==> config.mk <==
export PLATFORM = sky130hd
export DESIGN_NAME = combi_sweep_ctrl
export DESIGN_NICKNAME = d
export VERILOG_FILES = /design/src/rtl/combi_sweep_ctrl.sv
export SDC_FILE = /design/constraint.sdc
export NUM_CORES = 1
export LEC_CHECK = 0
export ABC_AREA = 1
export CAP_MARGIN = 0
export CORE_UTILIZATION = 51
export CTS_CLUSTER_DIAMETER = 100
export DETAILED_ROUTE_END_ITERATION = 16
export MAX_ROUTING_LAYER = met4
export PLACE_DENSITY = 0.79
export SLEW_MARGIN = 20
export SYNTH_ARGS = -nofsm -noshare
export SYNTH_HDL_FRONTEND = slang
export SYNTH_SLANG_ARGS = --single-unit
==> constraint.sdc <==
create_clock -name clk -period 2.11 [get_ports clk]
set_input_delay 0.422 -clock clk [delete_from_list [all_inputs] [get_ports clk]]
set_output_delay 0.422 -clock clk [all_outputs]
set_load 0.02 [all_outputs]
==> src/rtl/combi_sweep_ctrl.sv <==
// combi_sweep_ctrl: walks a 4-input combinational block through all 16
// input vectors, samples its two outputs after a settle time, captures the
// truth tables and compares them against expected constants.
module combi_sweep_ctrl #(
  parameter int unsigned HOLD  = 4,
  parameter logic [15:0] EXP_X = 16'h0000,
  parameter logic [15:0] EXP_Y = 16'h0000
) (
  input  logic        clk,
  input  logic        rst_n,
  input  logic        start,
  input  logic        abort,
  input  logic        x_in,
  input  logic        y_in,
  output logic        a,
  output logic        b,
  output logic        c,
  output logic        d,
  output logic        busy,
  output logic        done,
  output logic        pass,
  output logic [15:0] x_table,
  output logic [15:0] y_table,
  output logic [4:0]  fail_cnt,
  output logic [3:0]  fail_idx
);

  // HOLD of zero behaves as a single settle cycle
  localparam int unsigned HOLD_EFF  = (HOLD < 1) ? 1 : HOLD;
  localparam int unsigned CW        = (HOLD_EFF > 1) ? $clog2(HOLD_EFF) : 1;
  localparam logic [CW-1:0] HOLD_LAST = CW'(HOLD_EFF - 1);

  typedef enum logic [1:0] {
    S_IDLE,
    S_DRIVE,
    S_SAMPLE,
    S_DONE
  } state_t;

  state_t          state;
  state_t          state_next;
  logic [3:0]      vec;
  logic [CW-1:0]   hold_cnt;
  logic            mismatch;
  logic [4:0]      fail_cnt_nx;
  logic            drive_phase;

  // combi inputs follow the vector only while a sweep is active
  assign drive_phase  = (state == S_DRIVE) || (state == S_SAMPLE);
  assign {a, b, c, d} = drive_phase ? vec : 4'b0000;

  // compare the current sample against the expected tables
  always_comb begin
    mismatch    = (x_in != EXP_X[vec]) || (y_in != EXP_Y[vec]);
    fail_cnt_nx = fail_cnt + {4'b0000, mismatch};
  end

  // state register
  always_ff @(posedge clk or negedge rst_n) begin
    if (!rst_n) state <= S_IDLE;
    else        state <= state_next;
  end

  // next-state logic; abort outranks everything while a sweep runs
  always_comb begin
    state_next = state;
    case (state)
      S_IDLE, S_DONE: if (start) state_next = S_DRIVE;
      S_DRIVE: begin
        if (abort)                       state_next = S_IDLE;
        else if (hold_cnt == HOLD_LAST)  state_next = S_SAMPLE;
      end
      S_SAMPLE: begin
        if (abort)             state_next = S_IDLE;
        else if (vec == 4'hF)  state_next = S_DONE;
        else                   state_next = S_DRIVE;
      end
      default: state_next = S_IDLE;
    endcase
  end

  // datapath: vector/settle counters, capture tables and result flags
  always_ff @(posedge clk or negedge rst_n) begin
    if (!rst_n) begin
      vec      <= '0;
      hold_cnt <= '0;
      busy     <= 1'b0;
      done     <= 1'b0;
      pass     <= 1'b0;
      x_table  <= '0;
      y_table  <= '0;
      fail_cnt <= '0;
      fail_idx <= '0;
    end else begin
      case (state)
        S_IDLE, S_DONE: begin
          if (start) begin
            vec      <= '0;
            hold_cnt <= '0;
            busy     <= 1'b1;
            done     <= 1'b0;
            pass     <= 1'b0;
            x_table  <= '0;
            y_table  <= '0;
            fail_cnt <= '0;
            fail_idx <= '0;
          end
        end
        S_DRIVE: begin
          if (abort) begin
            busy <= 1'b0;
            done <= 1'b0;
            pass <= 1'b0;
          end else if (hold_cnt == HOLD_LAST) begin
            hold_cnt <= '0;
          end else begin
            hold_cnt <= hold_cnt + CW'(1);
          end
        end
        S_SAMPLE: begin
          if (abort) begin
            busy <= 1'b0;
            done <= 1'b0;
            pass <= 1'b0;
          end else begin
            x_table[vec] <= x_in;
            y_table[vec] <= y_in;
            fail_cnt     <= fail_cnt_nx;
            if (mismatch && (fail_cnt == 5'd0)) fail_idx <= vec;
            if (vec == 4'hF) begin
              busy <= 1'b0;
              done <= 1'b1;
              pass <= (fail_cnt_nx == 5'd0);
            end else begin
              vec      <= vec + 4'd1;
              hold_cnt <= '0;
            end
          end
        end
        default: ;
      endcase
    end
  end

endmodule

## Word-level counts from Yosys, hierarchy flattened

Memories as Yosys holds them, arrays and structs flattened.
Index checks and enable logic that the tools add are counted.
Widths: inputs -> output; s select.

- Eq/ne operators: 15
- Mux-type cells: 45
- $lt $le $gt $ge: 2
- $add $sub $neg: 3
- Reductions and logical operators: 15

Operators by type and width:

| kind | number |
|---|---|
| $pmux 16 s2 | 2 |
| $mux 16 | 3 |
| $bwmux 16 | 2 |
| $mux 4 | 6 |
| $mux 2 | 10 |
| $pmux 4 s2 | 2 |
| $pmux 2 s3 | 2 |
| $reduce_and 4->1 | 3 |
| $mux 1 | 11 |
| $logic_not 5->1 | 2 |
| $mux 5 | 2 |
| $ne 2x2->1 const B | 5 |
| $pmux 5 s2 | 1 |
| $pmux 1 s3 | 3 |
| $eq 2x2->1 const B | 3 |
| $ne 3x2->1 const B | 2 |
| $reduce_and 3->1 | 2 |
| $add 5x1->5 | 1 |
| $lt 4x5->1 const B | 1 |
| $add 4x1->4 const B | 1 |
| $demux 1 s4 | 1 |
| $eq 4x4->1 const B | 1 |
| $ge 4x1->1 const B | 1 |
| $add 2x1->2 const B | 1 |
| 9 further kinds | 12 |

- Word-level logic and storage cells: 91
- Memory bits (read-only): 16
- Output and inout bits: 48
- Register bits: 52
- Memories kept: 1

Memory list:

| name | words | bits a word | rd ports | clocked after memory_dff | write ports | RTL line | text |
|---|---|---|---|---|---|---|---|
| (name not given) | 16 | 1 | 1 | 0 | 0 | 54 | `mismatch = (x_in != EXP_X[vec]) \|\| (y_in != EXP_Y[vec]);` |

## Depth between registers and ports, before layout

Gate-level depths: netlist of run 1.

- Depth after elaboration: 9
- Mapped depth: 10
- Depth with buffers taken out: 10

## Least setup slack after synthesis of run 1

Ideal clock, no wire load.

- Kind: register to register
- Start: register state[0]
- End: register x_table[15]
- Stages on the path, launching flop included: 9
- Buffers on the path: 1
- Data arrival time: 1.429 ns
- Setup time: 0.065 ns
- Data required time: 2.045 ns
- Path slack: 0.617 ns
- Path through: dfrtp_1 > inv_1 > ha_1 > nand2_2 > nand2_2 > nor2_4 > buf_4 > nand3_1 > nand2_1

- Longest elaborated chain between the ends: 4
- Elaborated cells on any way between the ends: 9

RTL lines:

| element | RTL line | text |
|---|---|---|
| start: declaration | 40 | `state_t state;` |
| start signal: assignment | 61 | `else state <= state_next;` |
| $eq 2x2->1 / $logic_not 2->1 (equally long branches) | 95 | `case (state)` |
| $reduce_or 2->1 | 95 |  |
| $ne 2x2->1 (no line) / $reduce_bool 2->1 (equally long branches) | n/a |  |
| $reduce_and 3->1 (no line) | n/a |  |
| end signal: indexed assignment | 126 | `x_table[vec] <= x_in;` |
| end: declaration | 22 | `output logic [15:0] x_table,` |

Several ways; a longest one is shown, not always the timed one.
A chain may end at the register's enable or synchronous reset.

## Worst setup path after layout of run 1

- Start: register state[0]
- End: output port d

- Longest elaborated chain between the ends: 3
- Elaborated cells on any way between the ends: 4

RTL lines:

| element | RTL line | text |
|---|---|---|
| $eq 2x1->1 / $eq 2x2->1 (equally long branches) | 49 | `assign drive_phase = (state == S_DRIVE) \|\| (state == S_SAMPLE);` |
| $logic_or 1x1->1 * | 49 |  |
| $mux 4 * | 50 | `assign {a, b, c, d} = drive_phase ? vec : 4'b0000;` |
| end: declaration | 18 | `output logic d,` |

Every way passes the cells marked *; elsewhere a longest branch is shown, timed or not.

==> results by group, run 1 <==
Run status
  • Status: completed

Floorplan
  • Row count: 26
  • Chip width: roughly 75 um
  • Starting density of the core: between 50% and 60%
  • CORE AREA: just over 0.005 sq mm
  • I/O pin cnt: 54
  • DIE AREA: 0.00558 sq mm
  • Die Ht: roughly 75 um

Job
  • Max Cap Viol: 0

GRT
  • Vias in the first global route: between 2,000 and 2,500
  • Global routing's busiest layer: met2
  • Global-route wire length before repair: around 9400 um
  • Global routing met2 resource utilization: 38.6%
  • Largest net degree at the start of global routing: between 50 and 60
  • Global-route usage over all layers: 23.1%
  • Met3 Use GR: ~4.3%
  • Gr ovfl total: 0
  • Met1 Use GR: 28.2%
  • Antenna violations before repair: 0

Logic synthesis
  • Yosys warns: 0
  • Post-Synthesis Cells: 348
  • Syn_nets: around 360
  • Synth Area in XOR/XNOR: less than 1%
  • Adder-cell area share of the yosys netlist: about 4.2%
  • Netlist cell types: 24
  • Mapped Area: 0.00270 sq mm
  • Mux cell area share after synthesis: 0%
  • Sequential fraction of the synthesis area: between 40% and 50%
  • Simple-gate share of the synthesized area: 23.3%
  • Largest family of logic cells by synthesized area: simple AND/OR/NAND/NOR gates
  • Post-synth EDFFs: 0
  • Syn Area/Cell: ~7.7 sq um
  • Top_reg_cell synth: dfrtp_1
  • #FFs+latches synth: 52
  • Ys async rst share: 100%
  • Compound-cell area share of the yosys netlist: 11.7%

Clock tree
  • Clk pin slew, worst setup/hold paths: approximately 0.090 ns
  • H-tree depth: 2
  • Max clock buf depth: 2
  • CTS root buffer: clkbuf_8
  • Clk Latency, worst-skew pair: 0.30 ns
  • CTS Buf Count: 5
  • CTS sink count: between 50 and 60
  • TritonCTS clock tree: done

Critical path
  • Crit path kind: flop to primary output
  • CP required: roughly 1.7 ns
  • CP Launch Type: flop
  • Setup crit end kind: primary output
  • Worst reg2reg path depth: 7
  • Crit path DAT: about 1.6 ns
  • Crit Path Max Fanout: 6

Routing
  • Residual DRC: 0
  • Routed WL per cell: around 12 um
  • WL final: ~5600 um
  • DRT Pass-1 Iters: 4
  • Routed Antenna Nets: 0
  • DR iter-0 viols: between 100 and 150
  • Routed vias: 2,366
  • Avg Vias per Cell: 4.97

STA
  • Unrepaired setup endpoints after global routing: no
  • Tightest Pin Transition: about 0.43 ns
  • Max-slew violation count: 0
  • Relative slew slack: a little under three quarters
  • Post-Route Setup TNS: 0 ns
  • Final hold viol count: 0
  • Worst Skew: 0.00544 ns
  • Peak Freq: between 0.4 and 0.5 GHz
  • Period utilization: 97.3%
  • Min Clock Period, post-route: 2.05 ns
  • Number of setup violations in the final report: 0
  • Hold_ws: ~0.1 ns

Final layout
  • Commonest cells after routing, fill and taps aside: nand2_1 (99), inv_1 (69), dfrtp_1 (52)
  • Fin area: between 0.003 and 0.004 sq mm
  • Area Overhead vs Synth: 26.0%
  • N_diodes: 0
  • Final #Nets: 420
  • Share of cells above drive strength 1: approximately 7.4%
  • Most common cell after layout, fill and taps aside: nand2_1

Hold path
  • HP Class: input port to async pin

Place
  • IO buf count: 53
  • Post-DP Area: about 0.0033 sq mm
  • RD Place Congestion: approximately 0.88
  • DP HPWL: between 4000 and 5000 um

Power and ir drop
  • P per Cell Area: about 870 mW/mm^2
  • P_leak: roughly 1.7 nW
  • Maximum vdd drop: roughly 0.66 mV
[layout make-up]
cell class | count | area [sq um]
Clock inverter | 2 | 10.0
Fill cell | 447 | 1710
Clock buffer | 6 | 82.6
Timing Repair Buffer | 58 | 571
Sequential cell | 52 | 1300
Tap cell | 70 | 87.6
Inverter | 72 | 270
Multi-Input combinational cell | 216 | 1070
[repair_timing]
action	CTS	global route
setup endpoints to repair	4	0
hold buffers	0	0
gates resized for setup	4	0
setup buffers	0	0
[logic make-up after synthesis]
kind of cell	Yosys count
simple gates	148
buf+inv	80
compound gates	57
flops	52
fa+ha+maj	9
xor+xnor	2
[registers in the layout, summed over array words and instances, names as in the netlist]
register,flops
done,1
fail_idx,4
fail_cnt,5
busy,1
vec,4
state,2
x_table,16
pass,1
y_table,16
hold_cnt,2
[final timing paths]
kind / start / to / slack [ns]
worst max register to register: state[0] / x_table[0] / 0.25
worst min-delay path: rst_n / x_table[2] / 0.1
min in group clk: done / done / 0.49
worst min register to register: done / done / 0.49
worst max-delay path: state[0] / d / 0.06
max in group asynchronous: rst_n / x_table[11] / 1.79
[Yosys cell counts, types with 3 or more instances]
cell type / n / share of area, %
a21oi_1: 7 / 1.3
a21oi_2: 8 / 2.6
buf_2: 4 / 0.74
dfrtp_1: 52 / 48
ha_1: 9 / 4.2
inv_1: 69 / 9.6
nand2_1: 99 / 14
nand3_1: 22 / 4.1
nand4_1: 3 / 0.70
nor2_1: 18 / 2.5
o21ai_0: 39 / 7.2
[metrics by stage]
| stage | std cells | setup WS [ns] | utilization, % | power [mW] |
|---|---|---|---|---|
| CTS | 476 | 0.0408 | 66.5 | 2.96 |
| global route | 476 | 0.00158 | 66.5 | 3.17 |
| floorplan | 348 | 0.617 | - | 2.06 |
| finish | 476 | 0.0579 | 66.5 | 2.95 |
| global placement | 468 | 0.143 | 64.8 | 2.35 |
| detailed placement | 468 | 0.0569 | 64.8 | 2.39 |
[metal layers]
layer / share of wire, % / vias to the layer above
li1: - / 1188
met1: 43 / 1102
met2: 50 / 66
met3: 4.9 / 10
met4: 1.4 / 0
met5: 0 / -
[critical path, stage by stage (launching register included)]
cell           delay [ns]
dfrtp_1              0.36
inv_1                0.06
ha_1                 0.41
nor2_1               0.16
dlygate4sd2_1        0.34
[where the power goes]
part	switching [mW]	leakage (nW)	total (mW)	internal, mW
Sequential	0.0563	0.720	1.13	1.07
Clock	0.314	0.0510	0.576	0.262
Combinational	0.859	0.963	1.25	0.391
Note: power is estimated with default switching activity, not from simulation.
==> run 2: changes to the inputs <==
--- a/config.mk
+++ b/config.mk
@@ -12,7 +12,9 @@
 export DETAILED_ROUTE_END_ITERATION = 16
 export MAX_ROUTING_LAYER = met4
 export PLACE_DENSITY = 0.79
+export SKIP_CTS_REPAIR_TIMING = 1
 export SLEW_MARGIN = 20
 export SYNTH_ARGS = -nofsm -noshare
 export SYNTH_HDL_FRONTEND = slang
 export SYNTH_SLANG_ARGS = --single-unit
+export TNS_END_PERCENT = 5
==> run 2 against run 1 <==
  * Clock skew is essentially flat
  * Non-clock buffer count did not move
  * Combinational power about the same
  * Hold slack about the same
  * Register-to-register slack barely moved
  * Final cell count unchanged
  * Sequential power hardly changed
  * Clock power about the same
  * Critical endpoint unchanged
  * Largest cell class unchanged
  * Highest routed layer unchanged
==> results by group, run 2 (synthesis results as in run 1) <==
Job
  • Max Cap Viol: 0 (unchanged)

Hold path
  • HP Class: input port to async pin

Clock tree
  • CTS Buf Count: 5 (unchanged)
  • H-tree depth: 2 (unchanged)
  • Max clock buf depth: 2 (unchanged)
  • Clk Latency, worst-skew pair: 0.30 ns (about the same)
  • CTS sink count: 52 (unchanged)
  • CTS root buffer: clkbuf_8
  • TritonCTS clock tree: done
  • Clk pin slew, worst setup/hold paths: 0.09 ns (about the same)

Final layout
  • Final #Nets: 420 (unchanged)
  • Most common cell after layout, fill and taps aside: nand2_1
  • Top flop regs: x_table: 16 flops, y_table: 16 flops, fail_cnt: 5 flops
  • Final Core Density: 66.8% (+0.29 points)
  • Commonest cells after routing, fill and taps aside: nand2_1 (99), inv_1 (69), dfrtp_1 (52)
  • Area Overhead vs Synth: 26.6%
  • N_diodes: 0 (unchanged)
  • Share of cells above drive strength 1: 7.39% (unchanged)

GRT
  • Global-route wire length before repair: 9390 um (unchanged)
  • Largest net degree at the start of global routing: 53 (unchanged)
  • Vias in the first global route: 2,174 (+0.18%)
  • Antenna violations before repair: 0 (unchanged)
  • Global-route usage over all layers: 23.1% (unchanged)
  • Gr ovfl total: 0 (unchanged)

STA
  • Tightest Pin Transition: 0.430 ns (-0.000556 ns)
  • Worst Skew: 0.00518 ns (-0.000259 ns)
  • Period utilization: 92.1% (-5.1 points)
  • Peak Freq: 0.514 GHz (+5.6%)
  • Max-slew violation count: 0 (unchanged)
  • Unrepaired setup endpoints after global routing: no
  • Min Clock Period, post-route: 1.94 ns (-0.108 ns)
  • Number of setup violations in the final report: 0 (unchanged)
  • Final WS setup: 0.166 ns (+0.108 ns)
  • Hold_ws: 0.0999 ns (+0.0000368 ns)
  • Relative slew slack: 71.3% (about the same)
  • Final hold viol count: 0 (unchanged)

Power and ir drop
  • Psw: 1.23 mW (about the same)
  • P_leak: 1.79 nW (+3.2%)
  • Internal: 1.73 mW (+0.16%)
  • Comb power frac: 42.4% (about the same)
  • P per Cell Area: 866 mW/mm^2 (-0.34%)
  • Maximum vdd drop: 0.660 mV (about the same)
  • Switching Share: 41.6% (about the same)
  • Clock share of power: 19.5% (about the same)
  • Reg power frac: 38.1% (about the same)

Floorplan
  • CORE AREA: 0.00511 sq mm (unchanged)
  • I/O pin cnt: 54 (unchanged)
  • Die Ht: 74.7 um (unchanged)
  • Chip width: 74.7 um (unchanged)
  • DIE AREA: 0.00558 sq mm (unchanged)
  • Starting density of the core: 52.8% (unchanged)
  • Row count: 26 (unchanged)

Critical path
  • Worst reg2reg path depth: 7 (unchanged)
  • CP Launch Type: flop
  • Crit Path Max Fanout: 6 (unchanged)
  • Crit path kind: flop to primary output
  • CP required: 1.69 ns (about the same)
  • Setup crit end kind: primary output
  • Flop-to-flop setup slack: 0.25 ns (about the same)
  • Crit path DAT: 1.52 ns (-0.11 ns)

Routing
  • Residual DRC: 0 (unchanged)
  • Avg Vias per Cell: 4.97 (about the same)
  • DRT Pass-1 Iters: 4 (unchanged)
  • Routed Antenna Nets: 0 (unchanged)
  • WL final: 5630 um (-0.25%)
  • DR iter-0 viols: 139 (unchanged)
  • Routed vias: 2,368 (+0.085%)
  • Routed WL per cell: 11.8 um (-0.25%)

Place
  • IO buf count: 53 (unchanged)
  • DP HPWL: 4180 um (unchanged)
  • Pre-CTS WS: 0.0569 ns (unchanged)
  • RD Place Congestion: 0.885 (unchanged)

Run status
  • Status: completed
==> run 2: final cells by class <==
| class | instances | area (sq um) |
|---|---|---|
| inverters | 72 | 270 |
| flip-flops and latches | 52 | 1300 |
| multi-input cells | 216 | 1070 |
| well taps | 70 | 87.6 |
| clock buffers | 6 | 82.6 |
| fillers | 443 | 1700 |
| repair buffers | 58 | 586 |
| clock inverters | 2 | 10.0 |
==> run 2: power groups by stage <==
stage,clock [mW],sequential (mW),combinational [mW]
3_3_place_gp,0,1.14,1.21
2_1_floorplan,0,1.17,0.899
5_1_grt,0.611,1.14,1.43
3_5_place_dp,0,1.14,1.25
6_report,0.576,1.13,1.25
4_1_cts,0.588,1.12,1.26
==> run 2: path summary, 6_finish.rpt <==
path                       startpoint          end
max                          state[0]            d
min                             rst_n   x_table[2]
max reg2reg                  state[0]   x_table[0]
min reg2reg                      done         done
max in group asynchronous       rst_n  x_table[11]
min in group clk                 done         done
==> run 2: worst max-delay path, stage by stage (launching register included) <==
cell            delay, ns
dfrtp_1              0.36
inv_1                0.06
ha_1                 0.41
nor2_1               0.16
dlymetal6s2s_1       0.24
==> run 2: through the flow <==
step	cell area (sq um)	instances	setup TNS [ns]	power (mW)
final	3410	476	0	2.95
after global routing	3410	476	0	3.17
after CTS	3400	476	-0.830	2.97
after detailed placement	3310	468	0	2.39
after global placement	3310	468	0	2.35
after floorplan	2700	348	0	2.06
==> run 2: routing by layer <==
metal  share of wire [%]  routed length [um]  track usage [%]  up-vias
li1                    -                   -                -     1187
met1                  43                2440             28.2     1100
met2                  50                2830             38.7       71
met3                 4.9                 274             4.28       10
met4                 1.4                  79             7.55        0
met5                   0                   0                -        -
